===== src/rtl/rv32_run_ctrl_pkg.sv =====
// Shared encodings and defaults for the RV32 run controller: state codes,
// the EBREAK opcode and default parameter values.
package rv32_run_pkg;

    typedef enum logic [2:0] {
        ST_IDLE = 3'd0,
        ST_LOAD = 3'd1,
        ST_RST  = 3'd2,
        ST_HALT = 3'd3,
        ST_RUN  = 3'd4,
        ST_STEP = 3'd5
    } run_state_e;

    localparam logic [31:0] EBREAK_INSN = 32'h0010_0073;

    localparam int DEF_IMEM_AW = 15;
    localparam int DEF_RST_CYC = 4;
    localparam int DEF_CYC_W   = 32;

    function automatic logic is_ebreak(input logic [31:0] insn);
        return (insn == EBREAK_INSN);
    endfunction

endpackage


===== src/rtl/rv32_run_ctrl_if.sv =====
// Host/loader, core-control and imem write signals of the run controller.
// The master side is the host and core model; the slave side is the controller.
interface rv32_run_ctrl_if #(
    parameter int IMEM_AW = rv32_run_pkg::DEF_IMEM_AW,
    parameter int CYC_W   = rv32_run_pkg::DEF_CYC_W
);
    logic               ld_valid;
    logic [7:0]         ld_data;
    logic               ld_last;
    logic               ld_ready;
    logic               run_req;
    logic               step_req;
    logic               stop_req;
    logic [31:0]        instr;
    logic               imem_we;
    logic [IMEM_AW-1:0] imem_waddr;
    logic [31:0]        imem_wdata;
    logic               cpu_reset;
    logic               cpu_clk_en;
    logic               halt_ebreak;
    logic               load_ovf;
    logic [CYC_W-1:0]   cycles;
    logic [2:0]         state;

    modport master (
        output ld_valid, ld_data, ld_last, run_req, step_req, stop_req, instr,
        input  ld_ready, imem_we, imem_waddr, imem_wdata, cpu_reset, cpu_clk_en,
               halt_ebreak, load_ovf, cycles, state
    );

    modport slave (
        input  ld_valid, ld_data, ld_last, run_req, step_req, stop_req, instr,
        output ld_ready, imem_we, imem_waddr, imem_wdata, cpu_reset, cpu_clk_en,
               halt_ebreak, load_ovf, cycles, state
    );
endinterface


===== src/rtl/rv32_run_ctrl_ld_word_packer.sv =====
// Packs loader bytes LSB-first into 32-bit words, zero-pads a short final
// word and presents one registered imem write per completed word.
module ld_word_packer #(
    parameter int AW = 15
) (
    input  logic          clock,
    input  logic          reset,
    input  logic          accept_i,
    input  logic          restart_i,
    input  logic [7:0]    data_i,
    input  logic          last_i,
    output logic          we_o,
    output logic [AW-1:0] waddr_o,
    output logic [31:0]   wdata_o,
    output logic          wrap_o
);
    logic [1:0]    idx_q;
    logic [23:0]   bytes_q;
    logic [AW-1:0] addr_q;
    logic          we_q;
    logic [AW-1:0] waddr_q;
    logic [31:0]   wdata_q;

    logic [1:0]    idx_eff;
    logic [AW-1:0] addr_eff;
    logic          word_done;
    logic [31:0]   word_d;

    // A restarting load sees byte index and word address as zero in the same cycle.
    always_comb begin
        idx_eff   = idx_q;
        addr_eff  = addr_q;
        word_done = 1'b0;
        word_d    = 32'd0;
        if (restart_i) begin
            idx_eff  = 2'd0;
            addr_eff = '0;
        end else begin
            idx_eff  = idx_q;
            addr_eff = addr_q;
        end
        word_done = accept_i && ((idx_eff == 2'd3) || last_i);
        case (idx_eff)
            2'd0:    word_d = {24'd0, data_i};
            2'd1:    word_d = {16'd0, data_i, bytes_q[7:0]};
            2'd2:    word_d = {8'd0, data_i, bytes_q[15:0]};
            default: word_d = {data_i, bytes_q};
        endcase
    end

    assign wrap_o = word_done && (addr_eff == '1);

    // Byte collection and the registered imem write port.
    always_ff @(posedge clock or posedge reset) begin
        if (reset) begin
            idx_q   <= 2'd0;
            bytes_q <= 24'd0;
            addr_q  <= '0;
            we_q    <= 1'b0;
            waddr_q <= '0;
            wdata_q <= 32'd0;
        end else begin
            we_q <= word_done;
            if (word_done) begin
                waddr_q <= addr_eff;
                wdata_q <= word_d;
                addr_q  <= addr_eff + AW'(1);
                idx_q   <= 2'd0;
            end else if (accept_i) begin
                case (idx_eff)
                    2'd0:    bytes_q[7:0]   <= data_i;
                    2'd1:    bytes_q[15:8]  <= data_i;
                    default: bytes_q[23:16] <= data_i;
                endcase
                idx_q  <= idx_eff + 2'd1;
                addr_q <= addr_eff;
            end
        end
    end

    assign we_o    = we_q;
    assign waddr_o = waddr_q;
    assign wdata_o = wdata_q;
endmodule


===== src/rtl/rv32_run_ctrl.sv =====
// Run controller: loads imem from a byte stream with the core held in reset,
// then gates the core clock enable for run / single-step / stop and EBREAK halt.
module rv32_run_ctrl
    import rv32_run_pkg::*;
#(
    parameter int IMEM_AW = DEF_IMEM_AW,
    parameter int RST_CYC = DEF_RST_CYC,
    parameter int CYC_W   = DEF_CYC_W
) (
    input  logic     clock,
    input  logic     reset,
    rv32_run_ctrl_if.slave bus
);
    localparam int RCW = (RST_CYC > 1) ? $clog2(RST_CYC) : 1;

    run_state_e       state_q;
    logic             cpu_reset_q;
    logic             ld_ready_q;
    logic             halt_ebreak_q;
    logic             load_ovf_q;
    logic [CYC_W-1:0] cycles_q;
    logic [RCW-1:0]   rst_cnt_q;

    logic             ebreak_now;
    logic             byte_accept;
    logic             load_start;
    logic             clk_en;
    logic             pk_wrap;

    assign ebreak_now  = is_ebreak(bus.instr);
    assign byte_accept = bus.ld_valid && ld_ready_q;
    assign load_start  = byte_accept && (state_q != ST_LOAD);

    // The EBREAK itself is never executed, so it masks the enable.
    always_comb begin
        clk_en = 1'b0;
        if (((state_q == ST_RUN) || (state_q == ST_STEP)) && !ebreak_now) begin
            clk_en = 1'b1;
        end else begin
            clk_en = 1'b0;
        end
    end

    ld_word_packer #(.AW(IMEM_AW)) u_packer (
        .clock     (clock),
        .reset     (reset),
        .accept_i  (byte_accept),
        .restart_i (load_start),
        .data_i    (bus.ld_data),
        .last_i    (bus.ld_last),
        .we_o      (bus.imem_we),
        .waddr_o   (bus.imem_waddr),
        .wdata_o   (bus.imem_wdata),
        .wrap_o    (pk_wrap)
    );

    // Control FSM; every output it drives is registered alongside the state.
    always_ff @(posedge clock or posedge reset) begin
        if (reset) begin
            state_q       <= ST_IDLE;
            cpu_reset_q   <= 1'b1;
            ld_ready_q    <= 1'b1;
            halt_ebreak_q <= 1'b0;
            load_ovf_q    <= 1'b0;
            rst_cnt_q     <= '0;
        end else if (byte_accept) begin
            cpu_reset_q <= 1'b1;
            if (pk_wrap) begin
                load_ovf_q <= 1'b1;
            end else if (load_start) begin
                load_ovf_q <= 1'b0;
            end
            if (bus.ld_last) begin
                state_q    <= ST_RST;
                ld_ready_q <= 1'b0;
                rst_cnt_q  <= RCW'(RST_CYC - 1);
            end else begin
                state_q <= ST_LOAD;
            end
        end else begin
            case (state_q)
                ST_IDLE, ST_LOAD: begin
                    cpu_reset_q <= 1'b1;
                end
                ST_RST: begin
                    if (rst_cnt_q == '0) begin
                        state_q     <= ST_HALT;
                        cpu_reset_q <= 1'b0;
                        ld_ready_q  <= 1'b1;
                    end else begin
                        rst_cnt_q <= rst_cnt_q - RCW'(1);
                    end
                end
                ST_HALT: begin
                    if (bus.run_req) begin
                        state_q    <= ST_RUN;
                        ld_ready_q <= 1'b0;
                    end else if (bus.step_req) begin
                        state_q    <= ST_STEP;
                        ld_ready_q <= 1'b0;
                    end
                end
                ST_RUN: begin
                    if (ebreak_now) begin
                        state_q       <= ST_HALT;
                        halt_ebreak_q <= 1'b1;
                        ld_ready_q    <= 1'b1;
                    end else if (bus.stop_req) begin
                        state_q       <= ST_HALT;
                        halt_ebreak_q <= 1'b0;
                        ld_ready_q    <= 1'b1;
                    end
                end
                ST_STEP: begin
                    state_q       <= ST_HALT;
                    halt_ebreak_q <= ebreak_now;
                    ld_ready_q    <= 1'b1;
                end
                default: begin
                    state_q     <= ST_IDLE;
                    cpu_reset_q <= 1'b1;
                    ld_ready_q  <= 1'b1;
                end
            endcase
        end
    end

    // Executed-instruction counter, cleared while the core sits in reset.
    always_ff @(posedge clock or posedge reset) begin
        if (reset) begin
            cycles_q <= '0;
        end else if (state_q == ST_RST) begin
            cycles_q <= '0;
        end else if (clk_en && (cycles_q != '1)) begin
            cycles_q <= cycles_q + CYC_W'(1);
        end
    end

    assign bus.ld_ready    = ld_ready_q;
    assign bus.cpu_reset   = cpu_reset_q;
    assign bus.cpu_clk_en  = clk_en;
    assign bus.halt_ebreak = halt_ebreak_q;
    assign bus.load_ovf    = load_ovf_q;
    assign bus.cycles      = cycles_q;
    assign bus.state       = state_q;
endmodule


===== src/flat_wrapper.sv =====
// flat-port wrapper written by rule: the top's interface ports become plain ports
module rv32_run_ctrl_flat import rv32_run_pkg::*;
#(
    parameter int IMEM_AW = DEF_IMEM_AW,
    parameter int RST_CYC = DEF_RST_CYC,
    parameter int CYC_W   = DEF_CYC_W
)
  (clock, reset, bus_ld_valid, bus_ld_data, bus_ld_last, bus_run_req, bus_step_req, bus_stop_req, bus_instr, bus_ld_ready, bus_imem_we, bus_imem_waddr, bus_imem_wdata, bus_cpu_reset, bus_cpu_clk_en, bus_halt_ebreak, bus_load_ovf, bus_cycles, bus_state);
  rv32_run_ctrl_if #(.IMEM_AW(IMEM_AW), .CYC_W(CYC_W)) bus_i ();
  input  logic clock;
  input  logic reset;
  input wire logic [$bits(bus_i.ld_valid)-1:0] bus_ld_valid;
  input wire logic [$bits(bus_i.ld_data)-1:0] bus_ld_data;
  input wire logic [$bits(bus_i.ld_last)-1:0] bus_ld_last;
  input wire logic [$bits(bus_i.run_req)-1:0] bus_run_req;
  input wire logic [$bits(bus_i.step_req)-1:0] bus_step_req;
  input wire logic [$bits(bus_i.stop_req)-1:0] bus_stop_req;
  input wire logic [$bits(bus_i.instr)-1:0] bus_instr;
  output wire logic [$bits(bus_i.ld_ready)-1:0] bus_ld_ready;
  output wire logic [$bits(bus_i.imem_we)-1:0] bus_imem_we;
  output wire logic [$bits(bus_i.imem_waddr)-1:0] bus_imem_waddr;
  output wire logic [$bits(bus_i.imem_wdata)-1:0] bus_imem_wdata;
  output wire logic [$bits(bus_i.cpu_reset)-1:0] bus_cpu_reset;
  output wire logic [$bits(bus_i.cpu_clk_en)-1:0] bus_cpu_clk_en;
  output wire logic [$bits(bus_i.halt_ebreak)-1:0] bus_halt_ebreak;
  output wire logic [$bits(bus_i.load_ovf)-1:0] bus_load_ovf;
  output wire logic [$bits(bus_i.cycles)-1:0] bus_cycles;
  output wire logic [$bits(bus_i.state)-1:0] bus_state;
  assign bus_i.ld_valid = bus_ld_valid;
  assign bus_i.ld_data = bus_ld_data;
  assign bus_i.ld_last = bus_ld_last;
  assign bus_i.run_req = bus_run_req;
  assign bus_i.step_req = bus_step_req;
  assign bus_i.stop_req = bus_stop_req;
  assign bus_i.instr = bus_instr;
  assign bus_ld_ready = bus_i.ld_ready;
  assign bus_imem_we = bus_i.imem_we;
  assign bus_imem_waddr = bus_i.imem_waddr;
  assign bus_imem_wdata = bus_i.imem_wdata;
  assign bus_cpu_reset = bus_i.cpu_reset;
  assign bus_cpu_clk_en = bus_i.cpu_clk_en;
  assign bus_halt_ebreak = bus_i.halt_ebreak;
  assign bus_load_ovf = bus_i.load_ovf;
  assign bus_cycles = bus_i.cycles;
  assign bus_state = bus_i.state;
  rv32_run_ctrl #(.IMEM_AW(IMEM_AW), .RST_CYC(RST_CYC), .CYC_W(CYC_W)) u_core (.clock(clock), .reset(reset), .bus(bus_i));
endmodule

===== config.mk =====
export PLATFORM = sky130hd
export DESIGN_NAME = rv32_run_ctrl_flat
export DESIGN_NICKNAME = d
export VERILOG_FILES = /design/src/rtl/rv32_run_ctrl_pkg.sv /design/src/rtl/rv32_run_ctrl_if.sv /design/src/rtl/rv32_run_ctrl_ld_word_packer.sv /design/src/rtl/rv32_run_ctrl.sv /design/src/flat_wrapper.sv
export SDC_FILE = /design/constraint.sdc
export NUM_CORES = 1
export LEC_CHECK = 0
export CAP_MARGIN = 20
export CORE_AREA = 5 5 114 116
export CTS_CLUSTER_DIAMETER = 50
export CTS_CLUSTER_SIZE = 10
export DETAILED_ROUTE_END_ITERATION = 12
export DIE_AREA = 0 0 119 121
export DONT_BUFFER_PORTS = 1
export GPL_TIMING_DRIVEN = 0
export PLACE_DENSITY = 0.7
export SLEW_MARGIN = 20
export SYNTH_ARGS = -nofsm -noshare
export SYNTH_HDL_FRONTEND = slang
export SYNTH_HIERARCHICAL = 1
export SYNTH_SLANG_ARGS = --single-unit

===== constraint.sdc =====
create_clock -name clock -period 5.05 [get_ports clock]
set_input_delay 0.7575 -clock clock [delete_from_list [all_inputs] [get_ports clock]]
set_output_delay 0.7575 -clock clock [all_outputs]
set_load 0.01 [all_outputs]

==> results of run 1 <==
[layer usage]
metal  global-route usage  share of wire  vias to the layer above
met3              0.07832          0.090                       26
met1               0.2665           0.40                     2553
li1                     -              -                     2371
met5                    0              0                        -
met2               0.3769           0.50                      224
met4              0.09341          0.019                        0
[area by class of cell]
class	count	area, um2	area share
Inverter	24	92.59	0.01292
Tap cell	147	183.9	0.02567
Clock buffer	21	450.4	0.06286
Clock inverter	10	135.1	0.01886
Buffer	38	177.7	0.02479
Timing Repair Buffer	2	47.55	0.006635
Multi-Input combinational cell	450	2823	0.3939
Sequential cell	130	3256	0.4543
[state kept, by name, indices dropped and copies added (netlist names)]
name                     cells
u_core/u_packer/idx_q        2
u_core/u_packer/waddr_o     15
u_core/bus.halt_ebreak       1
u_core/u_packer/bytes_q     24
u_core/bus.cpu_reset         1
u_core/bus.load_ovf          1
u_core/bus.ld_ready          1
u_core/u_packer/wdata_o     32
u_core/u_packer/we_o         1
u_core/rst_cnt_q             2
u_core/bus.cycles           32
u_core/u_packer/addr_q      15
u_core/bus.state             3
[worst max path at each step]
stage | startpoint | to | slack [ns] | depth (start not counted)
2_1_floorplan | bus_ld_valid | u_core/u_packer/bytes_q[0]$_DFFE_PP0P_ | 1.95 | 11
3_3_place_gp | bus_ld_valid | u_core/u_packer/waddr_o[14]$_DFFE_PP0N_ | 1.13 | 11
3_5_place_dp | bus_ld_valid | u_core/u_packer/waddr_o[9]$_DFFE_PP0N_ | 1.09 | 11
4_1_cts | u_core/bus.ld_ready$_DFFE_PP1P_ | u_core/u_packer/wdata_o[5]$_DFFE_PP0N_ | 1.26 | 12
5_1_grt | u_core/bus.state[1]$_DFFE_PP0P_ | u_core/u_packer/waddr_o[14]$_DFFE_PP0N_ | 0.83 | 11
6_report | u_core/bus.ld_ready$_DFFE_PP1P_ | u_core/u_packer/wdata_o[9]$_DFFE_PP0N_ | 1.19 | 12
[power by group]
part	internal [mW]	switching (mW)	total, mW	leakage (nW)
clock	0.783	0.428	1.21	0.287
combinational	0.339	0.545	0.884	1.09
sequential	1.32	0.268	1.59	1.69
[Yosys cell counts (all sizes together), types with 3 or more instances]
cell and n:
a221oi 23, inv 23, nand3 31, nor3 12, nor2b 3, nand2 74, ha 7, a21oi 25
and3 3, and4 3, nand2b 15, nand4 15, or2 3, o21ai 32, dfrtp 128, o31ai 23
nor4 10, buf 11, or4 16, mux2 25, xor2 4, xnor2 6, o22ai 4, mux2i 13
or3 8, clkbuf 27, nor2 64
[per-stage QoR]
| step | utilization | total power [mW] | cell area, um2 | hold WS [ns] | cells |
|---|---|---|---|---|---|
| after floorplan | - | 2.222 | 6346 | 0.4798 | 642 |
| after global placement | 0.5529 | 2.422 | 6530 | 0.4887 | 789 |
| after detailed placement | 0.5571 | 2.485 | 6580 | 0.4936 | 791 |
| after CTS | 0.6067 | 3.709 | 7166 | 0.1197 | 822 |
| after global routing | 0.6067 | 3.920 | 7166 | 0.1273 | 822 |
| final | 0.6067 | 3.687 | 7166 | 0.1345 | 822 |
[logic make-up after synthesis]
group	share of synthesized area
AOI/OAI and AO/OA	0.1360
adders and majority gates	0.01380
DFF	0.5130
muxes	0.06487
buffers and inverters	0.04219
xor gates and xnor gates	0.01380
and+or+nand+nor	0.2163
==> Implementation_results.wiki, run 1 <==
{| class="wikitable"
! Metric !! Value
|-
| Worst-case clock buffer depth || 2
|-
| Leakage power of the design || 3.063 nW
|-
| Maximum cell stage delay along the critical path || 0.57 ns
|-
| Count of hold-fix buffers inserted at cts || 0
|-
| Sum Neg Setup Slack || 0 ns
|-
| DP Wirelength || 11.49 mm
|-
| Number of violations of the max-capacitance limit || 0
|-
| Initial Utilization || 0.5373
|-
| R2R Setup Slk || 1.19 ns
|-
| Number of storage elements in the synthesis netlist || 130
|-
| Maximum ir drop on the vdd rail || 0.0002050 V
|-
| Std-Cell Rows || 40
|-
| CTS clock-pin slew for the worst setup and hold paths || 0.06 ns
|-
| Final worst slack || 1.187 ns
|-
| CP Launch Type || register
|-
| Leading cell types in the layout, fill and taps excluded || 128 x sky130_fd_sc_hd__dfrtp_1, 74 x sky130_fd_sc_hd__nand2_1, 63 x sky130_fd_sc_hd__nor2_1
|-
| Die Span Y || 121 um
|-
| Fraction of final layout cells with drive strength greater than 1 || 0.1170
|-
| Routed wire length || 15.71 mm
|-
| Gate Count Post-Synth || 642
|-
| Least-Margin Pin Slew || 1.063 ns
|-
| Post-synthesis async set-or-reset flop share || 1.000
|-
| Worst setup path category || register to register
|-
| Worst path slowest cell || sky130_fd_sc_hd__dfstp_2
|-
| I/O pin cnt || 135
|-
| Skew final || 0.006951 ns
|-
| Critical Path Most Common Cell || sky130_fd_sc_hd__clkbuf_1
|-
| Most frequently used flop master after synthesis || sky130_fd_sc_hd__dfrtp_1
|-
| Post-CTS sizing || 0
|-
| Antenna cells || 0
|-
| Number of endpoints with negative hold slack in the final report || 0
|-
| Area of the core || 11,810 um2
|-
| Number of setup buffers added after CTS || 0
|-
| Critical Path, Cell by Cell || nand2_1 > clkbuf_1 > a31oi_1 > clkbuf_1 > nand2b_1 > inv_1 > ha_1 > o21ai_0 > clkbuf_1 > buf_1 > a221oi_1 > nor2_1
|-
| Yosys cell types || 62
|-
| # clock sinks || 130
|-
| Maximum fanout count along the critical path || 10
|-
| Worst reg2reg path endpoint || u_core/u_packer/wdata_o[9]$_DFFE_PP0N_
|-
| Result of the run || finished, final reports clean
|-
| Period Utilization, post-route || 0.7650
|-
| Number of optimization iterations in the first detailed-route pass || 5
|-
| Number of buffers and inverters on the critical path || 5
|-
| Fin nets || 717
|-
| Maximum number of pins on one net before global-route repair || 63
|-
| Largest delay contributor family on the critical path || buffers and inverters
|-
| Normalized max-slew margin || 0.2859
|-
| Register area share after synthesis || 0.5130
|-
| Most common cell after layout, fill and taps aside || sky130_fd_sc_hd__dfrtp_1
|-
| Final estimated routing congestion in global placement || 0.9011
|-
| Growth of design area from synthesis to finish || 12.91%
|-
| Post-Synthesis Net Count || 696
|-
| Required time of the worst setup path || 5.39 ns
|-
| GR Util All Layers || 0.2259
|-
| Number of buffers added on ports || 0
|-
| Final global-route overflow total || 0
|-
| First-pass GRT wire length || 26.19 mm
|-
| Die area || 14,400 um2
|-
| Skew-Pair Late Insertion Delay || 0.41 ns
|-
| Setup repair after global routing missed its margin || no
|-
| Initial antenna violation count || 0
|-
| Routed WL per cell || 19.11 um
|-
| Power per Cell Area || 514.6 nW/um2
|-
| Count of routing violations after the opening detailed-route iteration || 373
|-
| Number of enable-type register cells in the synthesized netlist || 0
|-
| Final routed DRC violation total || 0
|-
| Count of nets left with antenna violations after detail routing || 0
|-
| Synthesized cell area || 6346 um2
|-
| Vias in the first global route || 5,210
|-
| Width of the chip || 119 um
|-
| Launch point of the worst reg-to-reg path || u_core/bus.ld_ready$_DFFE_PP1P_
|-
| Depth of the most critical reg-to-reg path || 12
|-
| Slew Limit Fails || 0
|-
| Worst EP arrival || 4.20 ns
|-
| Max Clk Rate || 0.2588 GHz
|-
| Via count || 5,174
|-
| Final setup violation count || 0
|-
| Vias per cell || 6.294
|-
| H-tree level count || 4
|-
| Filler cell count in the final layout || 973
|-
| Post-layout min period || 3.863 ns
|-
| Root cell of the clock tree || sky130_fd_sc_hd__clkbuf_16
|-
| TritonCTS buffer count || 17
|-
| Share of Yosys cell area claimed by the top area cell type || 0.5047
|-
| Average cell area after synthesis || 9.885 um2
|-
| Crit end category || register
|-
| Post-Place Worst Slack || 1.090 ns
|-
| Class of the worst hold path || primary input to async pin
|-
| Cell types occupying the most area after synthesis || sky130_fd_sc_hd__dfrtp_1 50%, sky130_fd_sc_hd__mux2_2 4.4%, sky130_fd_sc_hd__nand2_1 4.4%
|-
| Biggest area consumer among synthesized cells || sky130_fd_sc_hd__dfrtp_1
|-
| Yosys warnings || 6
|-
| CTS tree || yes
|}
(Power assumes the default switching activity.)
==> inputs of run 2 (changes only) <==
PLACE_DENSITY = 0.73   (was 0.7)
clock period = 3.4 ns   (was 5.05 ns; I/O delays follow)
==> run 2 against run 1 <==
  * Non-clock buffer count shrank 1
  * Sequential share of layout area grew 0.072 points
  * Total power grew 45%
  * Final cell count is the same
  * Clock power grew 36%
  * Utilization shrank 0.095 points
  * Count of clock-buffer cells in the layout shrank 4
  * Highest routed layer unchanged
  * Global-route usage is essentially flat
  * Flip-flop and latch count is the same
==> Implementation_results.wiki, run 2 (synthesis results as in run 1) <==
{| class="wikitable"
! Metric !! Value
|-
| Via count || 5,129 (-0.87%)
|-
| Switching share of total power || 0.3609 (+0.02430)
|-
| Number of buffers added on ports || 0 (unchanged)
|-
| Number of violations of the max-capacitance limit || 0 (unchanged)
|-
| Leakage power of the design || 3.067 nW (+0.13%)
|-
| Register share of total power || 0.443 (+0.011)
|-
| CP Launch Type || register
|-
| Vias per cell || 6.240 (-0.87%)
|-
| Number of endpoints with negative hold slack in the final report || 0 (unchanged)
|-
| Setup repair after global routing missed its margin || no
|-
| Launching instance or port of the critical path || u_core/bus.ld_ready$_DFFE_PP1P_
|-
| Slew Limit Fails || 0 (unchanged)
|-
| Maximum cell stage delay along the critical path || 0.58 ns (about the same)
|-
| Growth of design area from synthesis to finish || 12.74%
|-
| I/O pin cnt || 135 (unchanged)
|-
| CTS clock-pin slew for the worst setup and hold paths || 0.06 ns (about the same)
|-
| Cell Count, Final, Fillers Out || 822 (unchanged)
|-
| Routed WL per cell || 19.08 um (-0.17%)
|-
| H-tree level count || 4 (unchanged)
|-
| Root cell of the clock tree || sky130_fd_sc_hd__clkbuf_16
|-
| Final Total Pwr || 5.343 mW (+45%)
|-
| Width of the chip || 119 um (unchanged)
|-
| Post-Place Worst Slack || -0.3474 ns (-1.437 ns)
|-
| Worst hold path startpoint || bus_ld_data[6]
|-
| Period Utilization, post-route || 0.9278 (+0.1627)
|-
| Final setup violation count || 0 (unchanged)
|-
| Power per Cell Area || 746.9 nW/um2 (+45%)
|-
| Fraction of final layout cells with drive strength greater than 1 || 0.1437 (+0.02667)
|-
| Number of optimization iterations in the first detailed-route pass || 5 (unchanged)
|-
| Skew-Pair Late Insertion Delay || 0.42 ns (about the same)
|-
| Required time of the worst setup path || 3.70 ns (-1.69 ns)
|-
| Routed wire length || 15.68 mm (-0.17%)
|-
| Skew final || 0.007815 ns (+0.0008638 ns)
|-
| Initial antenna violation count || 0 (unchanged)
|-
| Least-Margin Pin Slew || 1.089 ns (+0.02634 ns)
|-
| Class of the worst hold path || primary input to register
|-
| Maximum ir drop on the vdd rail || 0.0002857 V (+39%)
|-
| # clock sinks || 130 (unchanged)
|-
| DP Wirelength || 11.50 mm (about the same)
|-
| Die Span Y || 121 um (unchanged)
|-
| Reported net switching power || 1.929 mW (+55%)
|-
| Count of placed standard cells including taps || 791 (unchanged)
|-
| Area of the core || 11,810 um2 (unchanged)
|-
| CTS tree || yes
|-
| Fin util || 0.6057 (-0.0009540)
|-
| Final global-route overflow total || 0 (unchanged)
|-
| Antenna cells || 0 (unchanged)
|-
| Leading cell types in the layout, fill and taps excluded || 128 x sky130_fd_sc_hd__dfrtp_1, 74 x sky130_fd_sc_hd__nand2_1, 63 x sky130_fd_sc_hd__nor2_1
|-
| Worst EP arrival || 3.46 ns (-0.74 ns)
|-
| Normalized max-slew margin || 0.2683 (-0.01770)
|-
| First-pass GRT wire length || 26.12 mm (-0.26%)
|-
| Cell-internal power || 3.415 mW (+40%)
|-
| Clock network fraction of design power || 0.308 (-0.020)
|-
| Final routed DRC violation total || 0 (unchanged)
|-
| Count of routing violations after the opening detailed-route iteration || 322 (-14%)
|-
| Die area || 14,400 um2 (unchanged)
|-
| Final estimated routing congestion in global placement || 0.9023 (+0.13%)
|-
| Most common cell after layout, fill and taps aside || sky130_fd_sc_hd__dfrtp_1
|-
| Largest delay contributor family on the critical path || simple AND/OR/NAND/NOR gates
|-
| Worst setup path category || register to register
|-
| Crit end category || register
|-
| Count of nets left with antenna violations after detail routing || 0 (unchanged)
|-
| Vias in the first global route || 5,109 (-1.9%)
|-
| Critical Path, Cell by Cell || nand2_1 > clkbuf_1 > a31oi_4 > clkbuf_2 > nand2b_1 > inv_1 > ha_1 > nor2_1 > and3_2 > mux2_2
|-
| Result of the run || finished, final reports clean
|-
| Max Clk Rate || 0.3170 GHz (+22%)
|-
| Std-Cell Rows || 40 (unchanged)
|-
| Combinational group share of total power || 0.250 (+0.010)
|-
| Post-layout min period || 3.154 ns (-0.7091 ns)
|-
| Initial Utilization || 0.5373 (unchanged)
|-
| TritonCTS buffer count || 17 (unchanged)
|-
| Maximum fanout count along the critical path || 10 (unchanged)
|-
| GR Util All Layers || 0.2259 (about the same)
|-
| Worst-case clock buffer depth || 2 (unchanged)
|-
| Final worst slack || 0.2456 ns (-0.9409 ns)
|-
| Launch point of the worst reg-to-reg path || u_core/bus.ld_ready$_DFFE_PP1P_
|-
| Fin nets || 716 (-0.14%)
|-
| Filler cell count in the final layout || 984 (+1.1%)
|-
| Number of buffers and inverters on the critical path || 3 (-2)
|-
| Worst path slowest cell || sky130_fd_sc_hd__dfstp_2
|-
| Maximum number of pins on one net before global-route repair || 61 (-3.2%)
|}
-- run 2: area by class of cell --
class	count	area (um2)	area share
clock buffers	17	425.4	0.05946
plain buffers	36	181.4	0.02536
flip-flops and latches	130	3256	0.4551
well taps	147	183.9	0.02571
clock inverters	15	111.4	0.01556
multi-input cells	450	2845	0.3977
inverters	24	93.84	0.01312
repair buffers	3	57.56	0.008045
-- run 2: power groups by stage --
stage          registers (mW)  logic [mW]  clock network (mW)
5_1_grt                  2.42        1.50                1.76
2_1_floorplan            2.29        1.01                   0
4_1_cts                  2.37        1.32                1.67
3_5_place_dp             2.40        1.30                   0
3_3_place_gp             2.37        1.24                   0
6_report                 2.37        1.33                1.64
-- run 2: metal layers --
metal / vias to the layer above / global-route usage / share of wire
li1: 2381 / - / -
met1: 2483 / 0.2691 / 0.39
met2: 230 / 0.3741 / 0.49
met3: 35 / 0.07879 / 0.092
met4: 0 / 0.09196 / 0.022
met5: - / 0 / 0
-- run 2: timing repair --
item	CTS	global route
gates resized for setup	9	9
setup endpoints to repair	72	77
gates cloned	0	0
hold buffers	1	0
setup buffers	0	0
endpoints found under the hold margin	42	0
-- run 2: worst register-to-register path, cell delays in order, from the launching register on --
cell	delay [ns]
sky130_fd_sc_hd__dfstp_2	0.58
sky130_fd_sc_hd__nand2_1	0.08
sky130_fd_sc_hd__clkbuf_1	0.23
sky130_fd_sc_hd__a31oi_4	0.31
sky130_fd_sc_hd__clkbuf_2	0.25
sky130_fd_sc_hd__nand2b_1	0.21
sky130_fd_sc_hd__inv_1	0.11
sky130_fd_sc_hd__ha_1	0.24
sky130_fd_sc_hd__nor2_1	0.31
sky130_fd_sc_hd__and3_2	0.37
sky130_fd_sc_hd__mux2_2	0.37
-- run 2: metrics by stage --
step | area [um2] | hold slack (ns) | TNS [ns]
global route | 7154 | 0.2259 | 0
detailed placement | 6580 | 0.3994 | -16.14
finish | 7154 | 0.2390 | 0
global placement | 6530 | 0.4880 | -32.56
CTS | 7136 | 0.2248 | 0
floorplan | 6346 | 0.4798 | 0
-- run 2: final timing paths --
path / cells past startpoint / slack, ns / endpoint
worst max-delay path: 10 / 0.25 / u_core/u_packer/bytes_q[13]$_DFFE_PP0P_
worst max register to register: 10 / 0.25 / u_core/u_packer/bytes_q[13]$_DFFE_PP0P_
max in group asynchronous: 3 / 2.19 / u_core/u_packer/bytes_q[22]$_DFFE_PP0P_
worst min-delay path: 2 / 0.24 / u_core/u_packer/wdata_o[30]$_DFFE_PP0N_
min in group asynchronous: 2 / 0.60 / u_core/bus.cycles[2]$_DFFE_PP0P_
worst min register to register: 1 / 0.51 / u_core/u_packer/bytes_q[22]$_DFFE_PP0P_
